[src/rtl/mc_datapath_if.sv]
// Controller/memory <-> multicycle datapath bundle: per-cycle control in, Instr/flags/memory address out.
// Combinational only; no handshake since the controller drives every control on every cycle.
interface mc_datapath_if;
   logic [31:0] Adr;
   logic [31:0] WriteData;
   logic [31:0] ReadData;
   logic [31:0] Instr;
   logic [3:0]  ALUFlags;
   logic        PCWrite;
   logic        RegWrite;
   logic        IRWrite;
   logic        AdrSrc;
   logic [1:0]  RegSrc;
   logic [1:0]  ALUSrcA;
   logic [1:0]  ALUSrcB;
   logic [1:0]  ResultSrc;
   logic [1:0]  ImmSrc;
   logic [1:0]  ALUControl;

   modport slave (
      input  ReadData, PCWrite, RegWrite, IRWrite, AdrSrc,
             RegSrc, ALUSrcA, ALUSrcB, ResultSrc, ImmSrc, ALUControl,
      output Adr, WriteData, Instr, ALUFlags
   );

   modport master (
      output ReadData, PCWrite, RegWrite, IRWrite, AdrSrc,
             RegSrc, ALUSrcA, ALUSrcB, ResultSrc, ImmSrc, ALUControl,
      input  Adr, WriteData, Instr, ALUFlags
   );
endinterface

[src/rtl/mc_datapath.sv]
// Multicycle ARM datapath: PC, IR, data/A/B/ALUOut pipeline registers, R0-R14, 32-bit ALU.
// Every internal register adds one cycle; no stalls, the controller sequences all accesses.
module mc_datapath #(
   parameter logic [31:0] RESET_PC = 32'h0000_0000
) (
   input  logic         clk,
   input  logic         reset,
   mc_datapath_if.slave bus
);
   logic [31:0] pc_q, pc_d;
   logic [31:0] ir_q, ir_d;
   logic [31:0] data_q, data_d;
   logic [31:0] a_q, a_d;
   logic [31:0] b_q, b_d;
   logic [31:0] aluout_q, aluout_d;
   logic [31:0] rf_q [15];
   logic [31:0] rf_d [15];

   logic [31:0] ext_imm;
   logic [31:0] src_a;
   logic [31:0] src_b;
   logic [31:0] alu_res;
   logic [3:0]  alu_flags;
   logic [31:0] result;
   logic [3:0]  ra1, ra2, wa3;
   logic [31:0] rd1, rd2;

   always_comb begin
      ext_imm = {24'h0, ir_q[7:0]};
      case (bus.ImmSrc)
         2'b01:   ext_imm = {20'h0, ir_q[11:0]};
         2'b10:   ext_imm = {{6{ir_q[23]}}, ir_q[23:0], 2'b00};
         default: ext_imm = {24'h0, ir_q[7:0]};
      endcase
   end

   always_comb begin
      case (bus.ALUSrcA)
         2'b00:   src_a = a_q;
         2'b01:   src_a = pc_q;
         2'b10:   src_a = aluout_q;
         default: src_a = 32'h0;
      endcase
      case (bus.ALUSrcB)
         2'b00:   src_b = b_q;
         2'b01:   src_b = ext_imm;
         2'b10:   src_b = 32'd4;
         default: src_b = 32'h0;
      endcase
   end

   // SUB reuses the adder as a + ~b + 1, so carry-out is the ARM "no borrow" flag.
   logic        is_sub;
   logic [31:0] b_op;
   logic [32:0] sum;
   logic        c_flag, v_flag;

   always_comb begin
      is_sub  = (bus.ALUControl == 2'b01);
      b_op    = is_sub ? ~src_b : src_b;
      sum     = {1'b0, src_a} + {1'b0, b_op} + {32'h0, is_sub};
      alu_res = sum[31:0];
      c_flag  = 1'b0;
      v_flag  = 1'b0;
      case (bus.ALUControl)
         2'b00, 2'b01: begin
            alu_res = sum[31:0];
            c_flag  = sum[32];
            v_flag  = (src_a[31] == b_op[31]) && (sum[31] != src_a[31]);
         end
         2'b10:   alu_res = src_a & src_b;
         default: alu_res = src_a | src_b;
      endcase
      alu_flags = {alu_res[31], (alu_res == 32'h0), c_flag, v_flag};
   end

   always_comb begin
      case (bus.ResultSrc)
         2'b00:   result = aluout_q;
         2'b01:   result = data_q;
         default: result = alu_res;
      endcase
   end

   // R15 is never stored: reading it returns the live Result bus (PC+8 during decode).
   assign ra1 = bus.RegSrc[0] ? 4'd15 : ir_q[19:16];
   assign ra2 = bus.RegSrc[1] ? ir_q[15:12] : ir_q[3:0];
   assign wa3 = ir_q[15:12];
   assign rd1 = (ra1 == 4'd15) ? result : rf_q[ra1];
   assign rd2 = (ra2 == 4'd15) ? result : rf_q[ra2];

   always_comb begin
      pc_d     = bus.PCWrite ? result : pc_q;
      ir_d     = bus.IRWrite ? bus.ReadData : ir_q;
      data_d   = bus.ReadData;
      a_d      = rd1;
      b_d      = rd2;
      aluout_d = alu_res;
      rf_d     = rf_q;
      if (bus.RegWrite && (wa3 != 4'd15)) begin
         rf_d[wa3] = result;
      end
   end

   always_ff @(posedge clk) begin
      if (reset) begin
         pc_q     <= RESET_PC;
         ir_q     <= 32'h0;
         data_q   <= 32'h0;
         a_q      <= 32'h0;
         b_q      <= 32'h0;
         aluout_q <= 32'h0;
         for (int i = 0; i < 15; i++) begin
            rf_q[i] <= 32'h0;
         end
      end else begin
         pc_q     <= pc_d;
         ir_q     <= ir_d;
         data_q   <= data_d;
         a_q      <= a_d;
         b_q      <= b_d;
         aluout_q <= aluout_d;
         rf_q     <= rf_d;
      end
   end

   assign bus.Adr       = bus.AdrSrc ? result : pc_q;
   assign bus.WriteData = b_q;
   assign bus.Instr     = ir_q;
   assign bus.ALUFlags  = alu_flags;
endmodule

[src/flat_wrapper.sv]
// flat-port wrapper written by rule: the top's interface ports become plain ports
module mc_datapath_flat 
#(
   parameter logic [31:0] RESET_PC = 32'h0000_0000
)
  (clk, reset, bus_ReadData, bus_PCWrite, bus_RegWrite, bus_IRWrite, bus_AdrSrc, bus_RegSrc, bus_ALUSrcA, bus_ALUSrcB, bus_ResultSrc, bus_ImmSrc, bus_ALUControl, bus_Adr, bus_WriteData, bus_Instr, bus_ALUFlags);
  mc_datapath_if bus_i ();
  input  logic clk;
  input  logic reset;
  input wire logic [$bits(bus_i.ReadData)-1:0] bus_ReadData;
  input wire logic [$bits(bus_i.PCWrite)-1:0] bus_PCWrite;
  input wire logic [$bits(bus_i.RegWrite)-1:0] bus_RegWrite;
  input wire logic [$bits(bus_i.IRWrite)-1:0] bus_IRWrite;
  input wire logic [$bits(bus_i.AdrSrc)-1:0] bus_AdrSrc;
  input wire logic [$bits(bus_i.RegSrc)-1:0] bus_RegSrc;
  input wire logic [$bits(bus_i.ALUSrcA)-1:0] bus_ALUSrcA;
  input wire logic [$bits(bus_i.ALUSrcB)-1:0] bus_ALUSrcB;
  input wire logic [$bits(bus_i.ResultSrc)-1:0] bus_ResultSrc;
  input wire logic [$bits(bus_i.ImmSrc)-1:0] bus_ImmSrc;
  input wire logic [$bits(bus_i.ALUControl)-1:0] bus_ALUControl;
  output wire logic [$bits(bus_i.Adr)-1:0] bus_Adr;
  output wire logic [$bits(bus_i.WriteData)-1:0] bus_WriteData;
  output wire logic [$bits(bus_i.Instr)-1:0] bus_Instr;
  output wire logic [$bits(bus_i.ALUFlags)-1:0] bus_ALUFlags;
  assign bus_i.ReadData = bus_ReadData;
  assign bus_i.PCWrite = bus_PCWrite;
  assign bus_i.RegWrite = bus_RegWrite;
  assign bus_i.IRWrite = bus_IRWrite;
  assign bus_i.AdrSrc = bus_AdrSrc;
  assign bus_i.RegSrc = bus_RegSrc;
  assign bus_i.ALUSrcA = bus_ALUSrcA;
  assign bus_i.ALUSrcB = bus_ALUSrcB;
  assign bus_i.ResultSrc = bus_ResultSrc;
  assign bus_i.ImmSrc = bus_ImmSrc;
  assign bus_i.ALUControl = bus_ALUControl;
  assign bus_Adr = bus_i.Adr;
  assign bus_WriteData = bus_i.WriteData;
  assign bus_Instr = bus_i.Instr;
  assign bus_ALUFlags = bus_i.ALUFlags;
  mc_datapath #(.RESET_PC(RESET_PC)) u_core (.clk(clk), .reset(reset), .bus(bus_i));
endmodule
[config.mk]
export PLATFORM = sky130hd
export DESIGN_NAME = mc_datapath_flat
export DESIGN_NICKNAME = d
export VERILOG_FILES = /design/src/rtl/mc_datapath_if.sv /design/src/rtl/mc_datapath.sv /design/src/flat_wrapper.sv
export SDC_FILE = /design/constraint.sdc
export NUM_CORES = 2
export LEC_CHECK = 0
export BUFFER_PORTS_ARGS = -buffer_cell sky130_fd_sc_hd__buf_4
export CORE_MARGIN = 2
export CORE_UTILIZATION = 40
export CTS_BUF_LIST = sky130_fd_sc_hd__clkbuf_2
export CTS_CLUSTER_DIAMETER = 100
export CTS_CLUSTER_SIZE = 30
export DETAILED_ROUTE_END_ITERATION = 12
export MAX_ROUTING_LAYER = met4
export PLACE_DENSITY = 0.66
export RECOVER_POWER = 50
export SETUP_SLACK_MARGIN = 0.15
export SLEW_MARGIN = 5
export SYNTH_ARGS = -nofsm -noshare
export SYNTH_HDL_FRONTEND = slang
export SYNTH_SLANG_ARGS = --single-unit
export TNS_END_PERCENT = 50
[constraint.sdc]
create_clock -name clk -period 10.6 [get_ports clk]
set_input_delay 2.12 -clock clk [delete_from_list [all_inputs] [get_ports clk]]
set_output_delay 2.12 -clock clk [all_outputs]
set_load 0.02 [all_outputs]
* Word-level counts from Yosys, hierarchy flattened
Index checks and enable logic that the tools add are counted.
** Cells by class
- Bitwise operators :: 6
- Div/mod/pow operators :: 0
- Order comparisons :: 4
- Reductions and logical operators :: 9
- Equal/unequal tests :: 14
- Shifts and indexed selects :: 0
- Add/subtract/negate cells :: 2
- Mux-type cells :: 22
- Multiply operators :: 0
** Operator list (number)
- 480-bit bitwise mux :: 1
- 32-bit 2-to-1 mux :: 9
- 32-bit binary-select mux with 4-bit select :: 2
- 32-bit one-hot mux with 2 select lines :: 3
- 32-bit one-hot mux with 3 select lines :: 2
- 32-bit demux with 4-bit select :: 1
- 32-bit by 32-bit adder with 33-bit output :: 1
- 33-bit by 1-bit adder with 33-bit output :: 1
- 32-bit bitwise AND :: 1
- 32-bit zero test :: 1
- 32-bit inverter :: 1
- 32-bit bitwise OR :: 1
- 5-bit greater-or-equal comparator (second input constant) :: 3
- 4-bit inverter with 5-bit output :: 3
- 2-bit by 1-bit == test with 1-bit output (second input constant) :: 5
- 2-bit == test (second input constant) :: 4
- 4-bit == test (second input constant) :: 2
- 2-bit zero test :: 4
- 4-bit 2-to-1 mux :: 2
- 5-bit by 1-bit < comparator with 1-bit output (second input constant) :: 1
- 4-bit != test (second input constant) :: 1
- 1-bit logical AND :: 3
- 1-bit 2-to-1 mux :: 2
- 2-bit OR reduction :: 1
- other kinds (2) :: 2
** Storage, ports and cells
- Bits in latches :: 0
- Memory bits (writable) :: 0
- Register bits :: 672
- Memory bits (read-only) :: 0
- Memories kept :: 0
- Bits of input ports :: 50
- Output and inout port bits :: 100

* Longest topological paths before layout
- Depth after elaboration :: 10
- Mapped depth :: 21
- Gate-level depth less buffers :: 18

* Least setup slack after synthesis
Ideal clock, no wire load.
- Kind :: in2out
- Start :: input bus_ImmSrc[0]
- End :: output bus_ALUFlags[2]
- Stages on the path :: 16
- Setup slack :: 2.213 ns
- Arrival :: 6.267 ns
- Cells stage by stage :: inv_1 ha_1 nor4bb_1 nand2_1 a31oi_1 xor2_1 ha_1 nand2_1 or3_1 a211o_1 a31o_4 o211ai_1 a21oi_1 o211a_1 or4_1 nor3_2
** Between the ends
- Word-level cells in the longest chain between the ends :: 9
- Elaborated cells on any way between the ends :: 12
- Classes of those cells :: 2 x add/sub; 2 x eq/ne; 4 x mux; 3 x bitwise; 1 x reduce/logical
** Ends and longest elaborated chain
- start, declared :: RTL line flat_wrapper.sv:19 : input wire logic [$bits(bus_i.ImmSrc)-1:0] bus_ImmSrc;
- 2-bit == test / 2-bit by 1-bit == test with 1-bit output (equally long branches) :: RTL line mc_datapath.sv:30 : case (bus.ImmSrc)
- 32-bit one-hot mux with 2 select lines (*) :: RTL line mc_datapath.sv:30
- 32-bit one-hot mux with 3 select lines (*) :: RTL line mc_datapath.sv:44 : case (bus.ALUSrcB)
- 32-bit inverter :: RTL line mc_datapath.sv:60 : b_op = is_sub ? ~src_b : src_b;
- 32-bit 2-to-1 mux :: RTL line mc_datapath.sv:60
- 32-bit by 32-bit adder with 33-bit output :: RTL line mc_datapath.sv:61 : sum = {1'b0, src_a} + {1'b0, b_op} + {32'h0, is_sub};
- 33-bit by 1-bit adder with 33-bit output :: RTL line mc_datapath.sv:61
- 32-bit one-hot mux with 2 select lines (*) :: RTL line mc_datapath.sv:65 : case (bus.ALUControl)
- net u_core.alu_res[31] :: RTL line mc_datapath.sv:22 : logic [31:0] alu_res;
- 32-bit zero test (*) :: RTL line mc_datapath.sv:74 : alu_flags = {alu_res[31], (alu_res == 32'h0), c_flag, v_flag};
- end, declared :: RTL line flat_wrapper.sv:24 : output wire logic [$bits(bus_i.ALUFlags)-1:0] bus_ALUFlags;
The timed path passes the listed nets; every way through them passes the cells marked *.

* Final worst setup path
- Start :: input bus_ImmSrc[0]
- End :: output bus_Adr[28]
** Between the ends
- Word-level cells in the longest chain between the ends :: 10
- Elaborated cells on any way between the ends :: 13
- Classes of those cells :: 2 x add/sub; 2 x eq/ne; 6 x mux; 3 x bitwise
** Ends and longest elaborated chain
- 2-bit == test / 2-bit by 1-bit == test with 1-bit output (equally long branches) :: RTL line mc_datapath.sv:30
- 32-bit one-hot mux with 2 select lines (*) :: RTL line mc_datapath.sv:30
- 32-bit one-hot mux with 3 select lines (*) :: RTL line mc_datapath.sv:44
- 32-bit inverter :: RTL line mc_datapath.sv:60
- 32-bit 2-to-1 mux :: RTL line mc_datapath.sv:60
- 32-bit by 32-bit adder with 33-bit output :: RTL line mc_datapath.sv:61
- 33-bit by 1-bit adder with 33-bit output :: RTL line mc_datapath.sv:61
- 32-bit one-hot mux with 2 select lines (*) :: RTL line mc_datapath.sv:65
- 32-bit one-hot mux with 2 select lines (*) :: RTL line mc_datapath.sv:78 : case (bus.ResultSrc)
- 32-bit 2-to-1 mux (*) :: RTL line mc_datapath.sv:127 : assign bus.Adr = bus.AdrSrc ? result : pc_q;
- end, declared :: RTL line flat_wrapper.sv:21 : output wire logic [$bits(bus_i.Adr)-1:0] bus_Adr;
Mark *: on every way between the ends. The rest lies on a longest branch, timed or not.

==> flow_summary.toml <==
[cts]
clock_sinks = 672
htree_levels = 1
cts_tree = "built"
cts_root_buf = "clkbuf_2"
post_cts_buffers = 0
hold_buffers = 0
clk-insertion-delay-late_ps = 1430
cts.clk_slew.worst_paths_ps = 490
clockBufferDepth = 3
cts-resized-gates = 0
cts_buffers = 28

[pwr]
peakVddDrop_uv = 84.6
clockPowerShare_pct = 20.2
p_leak_nw = 13.4
p_int_w = 0.00303
seq_power_share_pct = 58.1
p_per_area_nw_per_um2 = 122
total_power_w = 0.00464
comb_power_share_pct = 21.7
power_switching_w = 0.00161
swShare_pct = 34.7

[placed_design]
dp_hpwl_microns = 85200
dp.cells = 5769
routabilityCongestion = 0.970
portBuffers = 149

[final_layout]
utilization_pct = 42.3
fillers = 9221
final_cell_count_no_fill = 5820
syn2layout_area_growth_pct = 4.94
nNetsFinal = 4707
drive_above_1_share_pct = 9.32

[synth]
synth_top_area_cell = "dfxtp_1"
synth_edf_count = 0
syn-cell-area_sq_um = 36200
synthTopCellsByArea = "dfxtp_1, a21oi_1, nand2_1"
synthCells = 4793
async_reset_ff_share_pct = 0
synth_commonest_cells = "nand2_1, nor2_1, a21oi_1, dfxtp_1, clkbuf_1"
synth_top_area_share_pct = 37.2
ys_ff_latch = 672
syn_area_per_cell_sq_um = 7.54
synth_top_flop_cell = "dfxtp_1"
synth.most_common_cell = "nand2_1"
syn-num-nets = 4877
ys_seq_area_share_pct = 37.2
ys_warn_count = 0
yosysUniqueCellTypes = 82

[outcome]
violations = "max-capacitance violations, max-slew violations"
status = "complete, but fails checks"

[sta]
fin_skew_ps = 131
hold_viol = 0
worst_pin_slew_ps = 4680
setup_viol = 0
tns_ps = 0
rsz0062_at_grt = "false"
min_period_over_period_pct = 93.1
fmax_ghz = 0.101
fin_crit_ps = 9860
maxSlewViolCount = 806
maxSlewHeadroom_pct = -212

[detailed_routing]
first_pass_iters = 7
wirelength_microns = 139000
vias = 35200
remaining_drc_errors = 0
dr.first_iter.drc_count = 4580
avgViaCountPerCell = 6.04
postRouteAntennaNets = 0
wl_per_cell_microns = 23.8

[global_route]
grt_pass1_vias = 32200
grt_overflow = 0
antenna_found_initial = 9
grt_usage_pct = 29.3
grt_pass1_wl_microns = 206000
grt_max_degree = 182

[floorplan]
die_y_microns = 305
die_x_microns = 305
ios = 150
coreArea_sq_um = 89700
rows = 110
die-area_sq_um = 92800
start_util_pct = 40.3

[setup_path]
critPathKind = "input port to output port"
rr_worst_depth = 13
critPathMaxFanout = 19
required_ps = 8480
cp-end-kind = "output port"
cp.arrival_ps = 7740
r2r-start = "u_core.bus.Instr[16]"
reg2reg_to = "u_core.bus.WriteData[31]"
start_kind = "input port"
reg2reg_slack_ps = 4960

[job]
maxCapViolations = 11

[hold_path]
min_path_type = "flip-flop to flip-flop"
whs_path_depth = 2
min_to = "u_core.rf_q[113]"
hp-start = "u_core.rf_q[113]"
-- critical path: stages --
cell	delay, ps
clkbuf_1	130
inv_1	60
ha_1	460
nor4bb_1	830
nand2_1	110
o21ai_0	170
xor2_1	180
ha_1	300
a211oi_1	380
o211ai_1	240
and4_1	260
o21a_1	280
a211o_1	430
a2111oi_1	520
nor3_1	130
o21a_1	520
mux2_2	430
buf_4	160
-- state kept, by name, summed over array words and instances, names as in the netlist --
name,flops
u_core.rf_q,480
u_core.a_q,32
u_core.aluout_q,32
u_core.bus.Instr,32
u_core.bus.WriteData,32
u_core.data_q,32
u_core.pc_q,32
-- metrics by stage --
step / hold slack (ps) / cell area (sq um) / worst slack [ps]
final: 480 / 37900 / 735
after global routing: 498 / 37900 / 376
after CTS: 479 / 38200 / 881
after detailed placement: 460 / 38000 / 921
after global placement: 451 / 38000 / 803
after floorplan: 442 / 36200 / 2210
-- cell type report --
cell class / instances / area (sq um) / share of cell area (%)
antenna: 11 / 27.5 / 0.0725
clock buffer: 31 / 155 / 0.409
clock inverter: 9 / 96.3 / 0.254
inverter: 35 / 131 / 0.346
multi-input combinational: 3649 / 21100 / 55.5
sequential: 672 / 13500 / 35.5
tap: 1176 / 1470 / 3.88
timing repair buffer: 237 / 1530 / 4.04
-- power groups by stage --
stage	Combinational, W	Clock, W	Sequential (W)
3_5_place_dp	0.000987	0	0.00271
2_1_floorplan	0.000622	0	0.00270
6_report	0.00101	0.000939	0.00269
4_1_cts	0.000990	0.000944	0.00269
5_1_grt	0.00105	0.00102	0.00270
3_3_place_gp	0.000983	0	0.00271
-- per-layer routing --
metal / vias up / routed length (microns) / track usage [%]
li1: 16100 / - / -
met1: 16800 / 55900 / 37.5
met4: 0 / 6290 / 12.1
met3: 368 / 13400 / 4.13
met2: 1916 / 63200 / 46.7
met5: - / 0 / -
-- cell usage in the layout, fill, tap and decap left out, drive strengths merged, types with 82 or more instances in the layout --
master / n
mux2: 105
clkbuf: 104
o21ai: 90
nor2: 791
dfxtp: 672
buf: 164
mux2i: 264
nand3: 82
a21oi: 699
nand2: 852
-- cells by family after synthesis --
group           Yosys count  share of synthesized area [%]
mux                     403                           12.7
compound gates         1182                           19.7
xor+xnor                 46                           1.11
simple gates           1966                           22.5
fa+ha+maj                52                           1.70
flops                   672                           37.2
buf+inv                 472                           5.09
-- worst max-delay path by stage --
stage | from | endpoint | slack (ps) | cells after the start
floorplan | bus_ImmSrc[0] | bus_ALUFlags[2] | 2210 | 16
global placement | bus_ImmSrc[0] | bus_ALUFlags[2] | 800 | 19
detailed placement | bus_ImmSrc[0] | bus_ALUFlags[2] | 920 | 19
CTS | bus_ImmSrc[0] | bus_ALUFlags[2] | 880 | 19
global route | bus_ImmSrc[0] | bus_ALUFlags[2] | 380 | 19
finish | bus_ImmSrc[0] | bus_Adr[28] | 740 | 18
(Power assumes the default switching activity.)
